==> config.mk <==
export PLATFORM = sky130hd
export DESIGN_NAME = key_event
export DESIGN_NICKNAME = d
export VERILOG_FILES = /design/src/rtl/key_event_pkg.sv /design/src/rtl/key_event_hold_timer.sv /design/src/rtl/key_event.sv
export SDC_FILE = /design/constraint.sdc
export NUM_CORES = 1
export LEC_CHECK = 0
export ABC_AREA = 0
export BUFFER_PORTS_ARGS = -buffer_cell sky130_fd_sc_hd__buf_2
export CORE_ASPECT_RATIO = 1.1
export CORE_MARGIN = 8
export CORE_UTILIZATION = 45
export CTS_BUF_LIST = sky130_fd_sc_hd__clkbuf_8 sky130_fd_sc_hd__clkbuf_16
export DETAILED_ROUTE_END_ITERATION = 10
export PLACE_DENSITY_LB_ADDON = 0.08
export SLEW_MARGIN = 10
export SYNTH_ARGS = -nofsm -noshare
export SYNTH_HDL_FRONTEND = slang
export SYNTH_SLANG_ARGS = --single-unit
==> constraint.sdc <==
create_clock -name clk -period 2.1 [get_ports clk]
set_clock_uncertainty 0.2 [all_clocks]
set_input_delay 0.315 -clock clk [delete_from_list [all_inputs] [get_ports clk]]
set_output_delay 0.315 -clock clk [all_outputs]
set_load 0.01 [all_outputs]
==> src/rtl/key_event_pkg.sv <==
// Shared types and default timing constants for the key_event press classifier.
package key_event_pkg;

  typedef enum logic [2:0] {
    ARM       = 3'd0,
    IDLE      = 3'd1,
    PRESSED   = 3'd2,
    LONG_HELD = 3'd3
  } key_state_t;

  localparam int DEF_LONG_CYCLES   = 1000;
  localparam int DEF_REPEAT_CYCLES = 250;

endpackage : key_event_pkg

==> src/rtl/key_event_hold_timer.sv <==
// Hold timer for key_event: counts high samples of the key and flags when the count
// reaches a limit that the owner can switch between the long-press and repeat phases.
module hold_timer #(
  parameter int CNT_W = 16
) (
  input  logic             clk,
  input  logic             rst,
  input  logic             clear,
  input  logic             load1,
  input  logic             inc,
  input  logic [CNT_W-1:0] limit,
  output logic             tc
);

  localparam logic [CNT_W-1:0] ONE = {{(CNT_W-1){1'b0}}, 1'b1};

  logic [CNT_W-1:0] count;

  // Clear wins over load so a phase change can never leave a stale count behind.
  always_ff @(posedge clk) begin
    if (rst || clear) begin
      count <= '0;
    end else if (load1) begin
      count <= ONE;
    end else if (inc) begin
      count <= count + ONE;
    end
  end

  assign tc = (count == limit);

endmodule : hold_timer

==> src/rtl/key_event.sv <==
// Turns a debounced key level into short/long press pulses and a wrapping press count.
// Define AUTO_REPEAT_EN to add auto-repeat pulses while a long press is held.
module key_event
  import key_event_pkg::*;
#(
  parameter int LONG_CYCLES   = DEF_LONG_CYCLES,
  parameter int REPEAT_CYCLES = DEF_REPEAT_CYCLES,
  parameter int CNT_W         = 16
) (
  input  logic       clk,
  input  logic       rst,
  input  logic       key_in,
  output logic       short_press,
  output logic       long_press,
  output logic       repeat_pulse,
  output logic       key_held,
  output logic [7:0] press_count
);

  localparam logic [2:0] ST_ARM       = ARM;
  localparam logic [2:0] ST_IDLE      = IDLE;
  localparam logic [2:0] ST_PRESSED   = PRESSED;
  localparam logic [2:0] ST_LONG_HELD = LONG_HELD;

  localparam logic [CNT_W-1:0] LONG_LIM = CNT_W'(LONG_CYCLES - 1);

  if (LONG_CYCLES < 2 || REPEAT_CYCLES < 1 ||
      (2 ** CNT_W) <= LONG_CYCLES || (2 ** CNT_W) <= REPEAT_CYCLES) begin : g_bad_params
    $error("key_event: invalid LONG_CYCLES/REPEAT_CYCLES/CNT_W combination");
  end

  logic [2:0]       state;
  logic [2:0]       next_state;
  logic             t_clear;
  logic             t_load;
  logic             t_inc;
  logic             tc;
  logic [CNT_W-1:0] limit;
  logic             short_nxt;
  logic             long_nxt;

`ifdef AUTO_REPEAT_EN
  localparam logic [CNT_W-1:0] REP_LIM = CNT_W'(REPEAT_CYCLES - 1);
  logic rep_nxt;

  // The single timer serves both phases, so its compare limit follows the state.
  assign limit = (state == ST_LONG_HELD) ? REP_LIM : LONG_LIM;
`else
  assign limit = LONG_LIM;
`endif

  hold_timer #(
    .CNT_W(CNT_W)
  ) u_timer (
    .clk  (clk),
    .rst  (rst),
    .clear(t_clear),
    .load1(t_load),
    .inc  (t_inc),
    .limit(limit),
    .tc   (tc)
  );

  always_comb begin
    next_state = state;
    t_clear    = 1'b0;
    t_load     = 1'b0;
    t_inc      = 1'b0;
    short_nxt  = 1'b0;
    long_nxt   = 1'b0;
`ifdef AUTO_REPEAT_EN
    rep_nxt    = 1'b0;
`endif
    case (state)
      // ARM swallows a key that was already down when reset released.
      ST_ARM: begin
        if (!key_in) next_state = ST_IDLE;
      end
      ST_IDLE: begin
        if (key_in) begin
          next_state = ST_PRESSED;
          t_load     = 1'b1;
        end
      end
      ST_PRESSED: begin
        if (!key_in) begin
          next_state = ST_IDLE;
          short_nxt  = 1'b1;
        end else if (tc) begin
          next_state = ST_LONG_HELD;
          t_clear    = 1'b1;
          long_nxt   = 1'b1;
        end else begin
          t_inc = 1'b1;
        end
      end
      ST_LONG_HELD: begin
        if (!key_in) begin
          next_state = ST_IDLE;
`ifdef AUTO_REPEAT_EN
        end else if (tc) begin
          rep_nxt = 1'b1;
          t_clear = 1'b1;
        end else begin
          t_inc = 1'b1;
`endif
        end
      end
      default: next_state = ST_ARM;
    endcase
  end

  always_ff @(posedge clk) begin
    if (rst) begin
      state       <= ST_ARM;
      short_press <= 1'b0;
      long_press  <= 1'b0;
      key_held    <= 1'b0;
      press_count <= 8'h00;
    end else begin
      state       <= next_state;
      short_press <= short_nxt;
      long_press  <= long_nxt;
      key_held    <= (next_state == ST_PRESSED) || (next_state == ST_LONG_HELD);
      if (short_nxt || long_nxt) press_count <= press_count + 8'd1;
    end
  end

`ifdef AUTO_REPEAT_EN
  always_ff @(posedge clk) begin
    if (rst) repeat_pulse <= 1'b0;
    else     repeat_pulse <= rep_nxt;
  end
`else
  assign repeat_pulse = 1'b0;
`endif

endmodule : key_event
==> impl_metrics.env, run 1 <==
export IMPL_netlist_area_sq_mm=0.00146
export IMPL_clockBufferDepth=2
export IMPL_grt_use_met3_pct=4.82
export IMPL_powerDensity_mw_per_mm2=621
export IMPL_use_met1_pct=13.9
export IMPL_start_util_pct=47.5
export IMPL_synth_top_cell_by_area="dfxtp_1"
export IMPL_yosysSeqAreaShare_pct=41.2
export IMPL_grt_pass1_wl_um=5400
export IMPL_area_growth_pct=19.1
export IMPL_busiest_layer="met2"
export IMPL_io_buffers=13
export IMPL_grt_ovfl_total=0
export IMPL_end_kind="flop"
export IMPL_cts_sinks=30
export IMPL_min_path_cells=2
export IMPL_insertion_delay_ns=0.28
export IMPL_place_gp_congestion=0.763
export IMPL_min_from="key_in"
export IMPL_critPathArrivalTime_ns=2.04
export IMPL_yosysMostFrequentCell="dfxtp_1"
export IMPL_use_met2_pct=21.9
export IMPL_crit_start="u_timer.count[1]$_SDFFE_PP0P_"
export IMPL_maxCapViolations=0
export IMPL_synth_top_cell_area_share_pct=41.2
export IMPL_diodes=0
export IMPL_vias=1356
export IMPL_ys_top_cells_by_area="dfxtp_1 41%, a21oi_1 4.5%, o31ai_1 4.1%, or4_1 4.1%, nand3_1 3.8%"
export IMPL_required_ns=2.12
export IMPL_drtAntennaViolNets=0
export IMPL_fin_crit_sh_pct=96.2
export IMPL_synth_edf_count=0
export IMPL_criticalPathCategory="reg2reg"
export IMPL_final_area_sq_mm=0.00174
export IMPL_fin_nets=200
export IMPL_drc_errors=0
export IMPL_maxSlewViolCount=0
export IMPL_ir_drop_mv=0.622
export IMPL_max_freq_mhz=495
export IMPL_root_buffer="clkbuf_8"
export IMPL_cts_tree="done"
export IMPL_ys_seq_elements=30
export IMPL_synth_flop_cell="dfxtp_1"
export IMPL_synth_common_cells="30 x dfxtp_1, 13 x a21oi_1, 12 x nand2_1, 12 x nor2_1, 11 x nand3_1"
export IMPL_ys_types=38
export IMPL_routedWlPerCell_um=14.2
export IMPL_reg2regPathDepth=6
export IMPL_ios=15
export IMPL_core_area_sq_mm=0.00307
export IMPL_die_w_um=70.3
export IMPL_die_y_um=75.7
export IMPL_p_leak_nw=0.649
export IMPL_cts_max_level=2
export IMPL_hold_path_class="in2reg"
export IMPL_synth_async_reset_ratio_pct=0
export IMPL_finalHoldViolCount=0
export IMPL_placed_cell_area_sq_mm=0.00163
export IMPL_layout_drive_gt1_share_pct=23.0
export IMPL_rr_startpoint="u_timer.count[1]$_SDFFE_PP0P_"
export IMPL_dr_pass1_iters=4
export IMPL_yosys_warnings=0
export IMPL_crit_path_max_fanout=5
export IMPL_via_per_inst=5.90
export IMPL_wirelength_um=3260
export IMPL_setup_viol=0
export IMPL_grt_max_degree=18
export IMPL_outcome="complete, no violations"
export IMPL_cp_start_kind="flop"
export IMPL_avgSynthCellArea_sq_um=8.63
export IMPL_post_cts_buffers=0
export IMPL_clkSlewWorstSetupHoldPaths_ns=0.06
export IMPL_grt_usage_pct=12.9
export IMPL_num_rows=21
export IMPL_finalCriticalPeriod_ns=2.02
export IMPL_die_area_sq_mm=0.00532
export IMPL_place_inst=222
export IMPL_grt_pass1_vias=1238
export IMPL_drt_initial_drc_count=82
export IMPL_dp_hpwl_um=2430
export IMPL_antenna_found_initial=0
export IMPL_final_cells=230
export IMPL_syn_inst=169
export IMPL_numCtsBuffers=5
-- power breakdown --
part	internal (mW)	leakage [nW]	switching, mW
registers	0.572	0.243	0.00390
logic	0.00992	0.354	0.0218
clock network	0.259	0.0524	0.212
total	0.841	0.649	0.238
-- logic make-up after synthesis --
logic type / count (synthesis) / synth area share [%]
xor+xnor: 6 / 3.60
flops: 30 / 41.2
fa+ha+maj: 2 / 1.71
simple gates: 77 / 31.6
mux: 1 / 0.772
compound gates: 39 / 16.6
buf+inv: 13 / 4.29
other cells: 1 / 0.257
-- registers in the layout, indices dropped and copies added (netlist names) --
name and flops:
u_timer.count 16, press_count 8, state 3, key_held 1, long_press 1, short_press 1
-- critical path, stage by stage, from the launching register on --
cell and delay [ns]:
dfxtp_1 0.36, ha_1 0.20, buf_4 0.13, nand2_1 0.08
or3_4 0.43, or4_4 0.42, a21oi_2 0.14
-- routing by layer --
metal / vias up / share of wire [%]
met4: 0 / 1.8
met2: 20 / 50
met5: - / 0
met1: 648 / 44
li1: 682 / -
met3: 6 / 3.3
-- final timing paths --
| kind | end | slack, ns |
|---|---|---|
| max | u_timer.count[14]$_SDFFE_PP0P_ | 0.08 |
| min | short_press$_SDFF_PP0_ | 0.06 |
| max reg2reg | u_timer.count[14]$_SDFFE_PP0P_ | 0.08 |
| min reg2reg | press_count[7]$_SDFFE_PP0P_ | 0.29 |
-- layout by cell type (no fill, tap or decap), drive strengths merged --
| cell type | netlist | layout |
|---|---|---|
| a211oi | 1 | 1 |
| a21boi | 1 | 1 |
| a21oi | 14 | 14 |
| a31oi | 2 | 2 |
| a41oi | 1 | 1 |
| and3 | 6 | 6 |
| and4 | 2 | 2 |
| and4bb | 1 | 1 |
| buf | 8 | 28 |
| clkbuf | 2 | 6 |
| clkinv | 0 | 1 |
| conb | 1 | 2 |
| dfxtp | 30 | 30 |
| ha | 2 | 2 |
| inv | 3 | 4 |
| mux2 | 1 | 1 |
| nand2 | 12 | 12 |
| nand3 | 11 | 11 |
| nand4 | 7 | 7 |
| nand4bb | 1 | 1 |
| nor2 | 12 | 12 |
| nor2b | 3 | 3 |
| nor3 | 3 | 3 |
| nor4 | 4 | 4 |
| o21ai | 11 | 11 |
| o31ai | 8 | 8 |
| o41ai | 1 | 1 |
| or3 | 6 | 6 |
| or4 | 9 | 9 |
| xnor2 | 2 | 2 |
| xor2 | 4 | 4 |
-- metrics by stage --
| step | total power [mW] | hold WS (ns) | worst slack (ns) | setup TNS (ns) | util, % |
|---|---|---|---|---|---|
| finish | 1.08 | 0.0635 | 0.0801 | 0 | 56.5 |
| global route | 1.13 | 0.0726 | -0.00539 | -0.00539 | 56.5 |
| CTS | 1.09 | 0.0600 | 0.0521 | 0 | 56.0 |
| detailed placement | 0.620 | 0.280 | 0.0668 | 0 | 53.1 |
| global placement | 0.619 | 0.265 | 0.150 | 0 | 53.1 |
| floorplan | 0.611 | 0.194 | 0.256 | 0 | - |
-- cell type report --
cell class                 instances  area, sq um
fill                             293         1340
inverter                           3         11.3
clock inverter                     2         8.76
timing repair buffer              28          178
sequential                        30          602
tap                               34         42.5
clock buffer                       6         82.6
multi-input combinational        127          813
-- timing repair --
action / CTS / global route
hold buffers: 0 / 0
endpoints found under the setup margin: 0 / 4
gates resized for setup: 0 / 3
Power figures use the tool's default switching activity.
==> inputs of run 2 (changes only) <==
--- a/config.mk
+++ b/config.mk
@@ -7,13 +7,14 @@
 export LEC_CHECK = 0
 export ABC_AREA = 0
 export BUFFER_PORTS_ARGS = -buffer_cell sky130_fd_sc_hd__buf_2
-export CORE_ASPECT_RATIO = 1.1
+export CORE_ASPECT_RATIO = 1.75
 export CORE_MARGIN = 8
 export CORE_UTILIZATION = 45
 export CTS_BUF_LIST = sky130_fd_sc_hd__clkbuf_8 sky130_fd_sc_hd__clkbuf_16
 export DETAILED_ROUTE_END_ITERATION = 10
-export PLACE_DENSITY_LB_ADDON = 0.08
+export PLACE_DENSITY = 0.67
 export SLEW_MARGIN = 10
 export SYNTH_ARGS = -nofsm -noshare
 export SYNTH_HDL_FRONTEND = slang
+export SYNTH_HIERARCHICAL = 1
 export SYNTH_SLANG_ARGS = --single-unit
==> run 2 against run 1 <==
The run now ends with negative setup slack left. Power up 8.3%. Synthesized cell count up 3.6%. Fmax down 16%. Register-to-register slack worse by 0.38 ns. Sequential power down 0.7%. Hold slack better by 0.097 ns. Critical path type unchanged. Largest power group unchanged.
==> impl_metrics.env, run 2 <==
export IMPL_insertion_delay_ns=0.29
export IMPL_synth_common_cells="30 x dfxtp_1, 20 x nor2_1, 16 x xnor2_1"
export IMPL_avgSynthCellArea_sq_um=8.98
export IMPL_routedWlPerCell_um=15.1
export IMPL_syn_inst=175
export IMPL_root_buffer="clkbuf_8"
export IMPL_clockBufferDepth=2
export IMPL_synth_compound_area_share_pct=5.57
export IMPL_die_y_um=94.2
export IMPL_p_leak_nw=0.982
export IMPL_io_buffers=13
export IMPL_maxSlewViolCount=0
export IMPL_via_per_inst=5.16
export IMPL_drt_initial_drc_count=30
export IMPL_cp_start_kind="flop"
export IMPL_finalHoldViolCount=0
export IMPL_rsz0062_at_grt="true"
export IMPL_highest_signal_layer="met4"
export IMPL_final_common_cell="buf_4"
export IMPL_die_w_um=60.7
export IMPL_synth_async_reset_ratio_pct=0
export IMPL_fin_nets=242
export IMPL_synth_area_mux_share_pct=4.94
export IMPL_core_area_sq_mm=0.00336
export IMPL_netlist_area_sq_mm=0.00157
export IMPL_dp_hpwl_um=2790
export IMPL_synth_top_cell_area_share_pct=38.2
export IMPL_grt_ovfl_total=0
export IMPL_synth_simple_area_share_pct=30.9
export IMPL_yosys_warnings=6
export IMPL_synth_top_family_by_area="simple AND/OR/NAND/NOR gates"
export IMPL_powerDensity_mw_per_mm2=491
export IMPL_synth_flop_cell="dfxtp_1"
export IMPL_cts_max_level=2
export IMPL_ios=15
export IMPL_grt_pass1_wl_um=6300
export IMPL_dr_wl_met3_um=141
export IMPL_ys_types=40
export IMPL_numCtsBuffers=5
export IMPL_finalCriticalPeriod_ns=2.40
export IMPL_cts_tree="done"
export IMPL_layout_drive_gt1_share_pct=48.7
export IMPL_synth_xor_area_share_pct=14.5
export IMPL_setup_viol=23
export IMPL_antenna_found_initial=0
export IMPL_drtAntennaViolNets=0
export IMPL_max_freq_mhz=416
export IMPL_cts_sinks=30
export IMPL_place_gp_congestion=0.871
export IMPL_ys_seq_elements=30
export IMPL_diodes=0
export IMPL_violations="negative setup slack"
export IMPL_wirelength_um=4280
export IMPL_grt_pass1_vias=1456
export IMPL_hold_path_class="in2reg"
export IMPL_final_cell_mix="28 x buf_4, 19 x nor2_1, 18 x conb_1, 15 x dfxtp_1"
export IMPL_outcome="finished with violations"
export IMPL_reg2regPathDepth=9
export IMPL_wirelength_met1_um=1450
export IMPL_synthAdderAreaFrac_pct=1.59
export IMPL_criticalPathCategory="reg2reg"
export IMPL_ir_drop_mv=0.678
export IMPL_dr_wl_met2_um=2540
export IMPL_drc_errors=0
export IMPL_required_ns=2.12
export IMPL_maxCapViolations=0
export IMPL_grt_max_degree=22
export IMPL_end_kind="flop"
export IMPL_place_ws_ns=-0.250
export IMPL_vias=1459
export IMPL_largestRegisters="u_timer/count x16, press_count x8, state x3"
export IMPL_clkSlewWorstSetupHoldPaths_ns=0.07
export IMPL_critPathArrivalTime_ns=2.42
export IMPL_postCtsHoldBufs=0
export IMPL_area_growth_pct=51.5
export IMPL_ys_top_cells_by_area="dfxtp_1 38%, xnor2_1 8.9%, xor2_1 5.6%, nor2_1 4.8%, mux2_2 3.6%"
export IMPL_grt_usage_pct=14.6
export IMPL_synth_edf_count=0
export IMPL_num_rows=28
export IMPL_crit_path_max_fanout=8
export IMPL_synth_top_cell_by_area="dfxtp_1"
export IMPL_timing_hold_ws_ns=0.160
export IMPL_start_util_pct=46.7
export IMPL_utilization_pct=70.8
export IMPL_fin_crit_sh_pct=114
export IMPL_postLayoutSetupSlackWorst_ns=-0.301
export IMPL_largest_reg_flops=16
export IMPL_min_path_cells=3
export IMPL_dr_pass1_iters=4
export IMPL_top_register="u_timer/count"
export IMPL_yosysSeqAreaShare_pct=38.2
export IMPL_die_area_sq_mm=0.00571
export IMPL_yosysMostFrequentCell="dfxtp_1"
[run 2: cell count changes after synthesis, sizes merged, moves of 6 or more]
cell,previous run,this run
xnor2,2,16
nor2,12,20
a21oi,14,7
or4,9,2
nand3,11,5
o31ai,8,2
xor2,4,10
[run 2: logic make-up (layout without fill, tap and decap cells)]
group / after synthesis / in the layout
other cells: 2 / 18
flops: 30 / 30
xor+xnor: 26 / 26
buf+inv: 11 / 58
compound gates: 16 / 16
mux: 7 / 7
fa+ha+maj: 2 / 2
simple gates: 81 / 81
[run 2: layout make-up]
type | count | area [sq um]
well taps | 45 | 56.3
fillers | 256 | 982
clock buffers | 6 | 82.6
repair buffers | 49 | 389
clock inverters | 2 | 12.5
inverters | 1 | 3.75
flip-flops and latches | 30 | 622
multi-input cells | 150 | 1210
[run 2: power by group]
group / internal (mW) / switching, mW
combinational: 0.0469 / 0.0502
clock: 0.263 / 0.237
sequential: 0.570 / 0.00174
total: 0.880 / 0.289
[run 2: path summary, 6_finish.rpt]
| path | start | to | slack (ns) |
|---|---|---|---|
| min reg2reg | state[2]$_SDFF_PP0_ | state[0]$_SDFF_PP0_ | 0.35 |
| max | u_timer/count[9]$_SDFFE_PP0P_ | u_timer/count[14]$_SDFFE_PP0P_ | -0.30 |
| max reg2reg | u_timer/count[9]$_SDFFE_PP0P_ | u_timer/count[14]$_SDFFE_PP0P_ | -0.30 |
| min | key_in | short_press$_SDFF_PP0_ | 0.16 |
[run 2: per-stage QoR]
stage / cell area [sq um] / power (mW) / setup TNS (ns) / cells
final: 2380 / 1.17 / -4.60 / 283
after floorplan: 1670 / 0.631 / -0.969 / 191
after global routing: 2380 / 1.20 / -5.65 / 283
after detailed placement: 1940 / 0.650 / -1.17 / 266
after global placement: 1940 / 0.649 / -0.719 / 266
after CTS: 2180 / 1.15 / -1.35 / 279
[run 2: worst max-delay path, cell delays in order, from the launching register on]
cell	delay (ns)
dfxtp_4	0.35
xnor2_2	0.12
nand4_1	0.19
nor4_4	0.09
nor2b_2	0.16
and2b_2	0.19
and4_4	0.24
nand4_4	0.12
or4_4	0.51
a21oi_2	0.14
[run 2: what timing repair did]
action,in CTS,in global routing
setup buffers,5,4
setup endpoints to repair,16,24
cloned,0,2
endpoints found under the hold margin,0,0
gates resized for setup,17,35
pin swaps,8,33
[run 2: layer usage]
metal  global-route usage [%]  up-vias
li1                         -      714
met4                     7.44        0
met3                     3.57       13
met2                     28.5       43
met5                        0        -
met1                     12.7      689
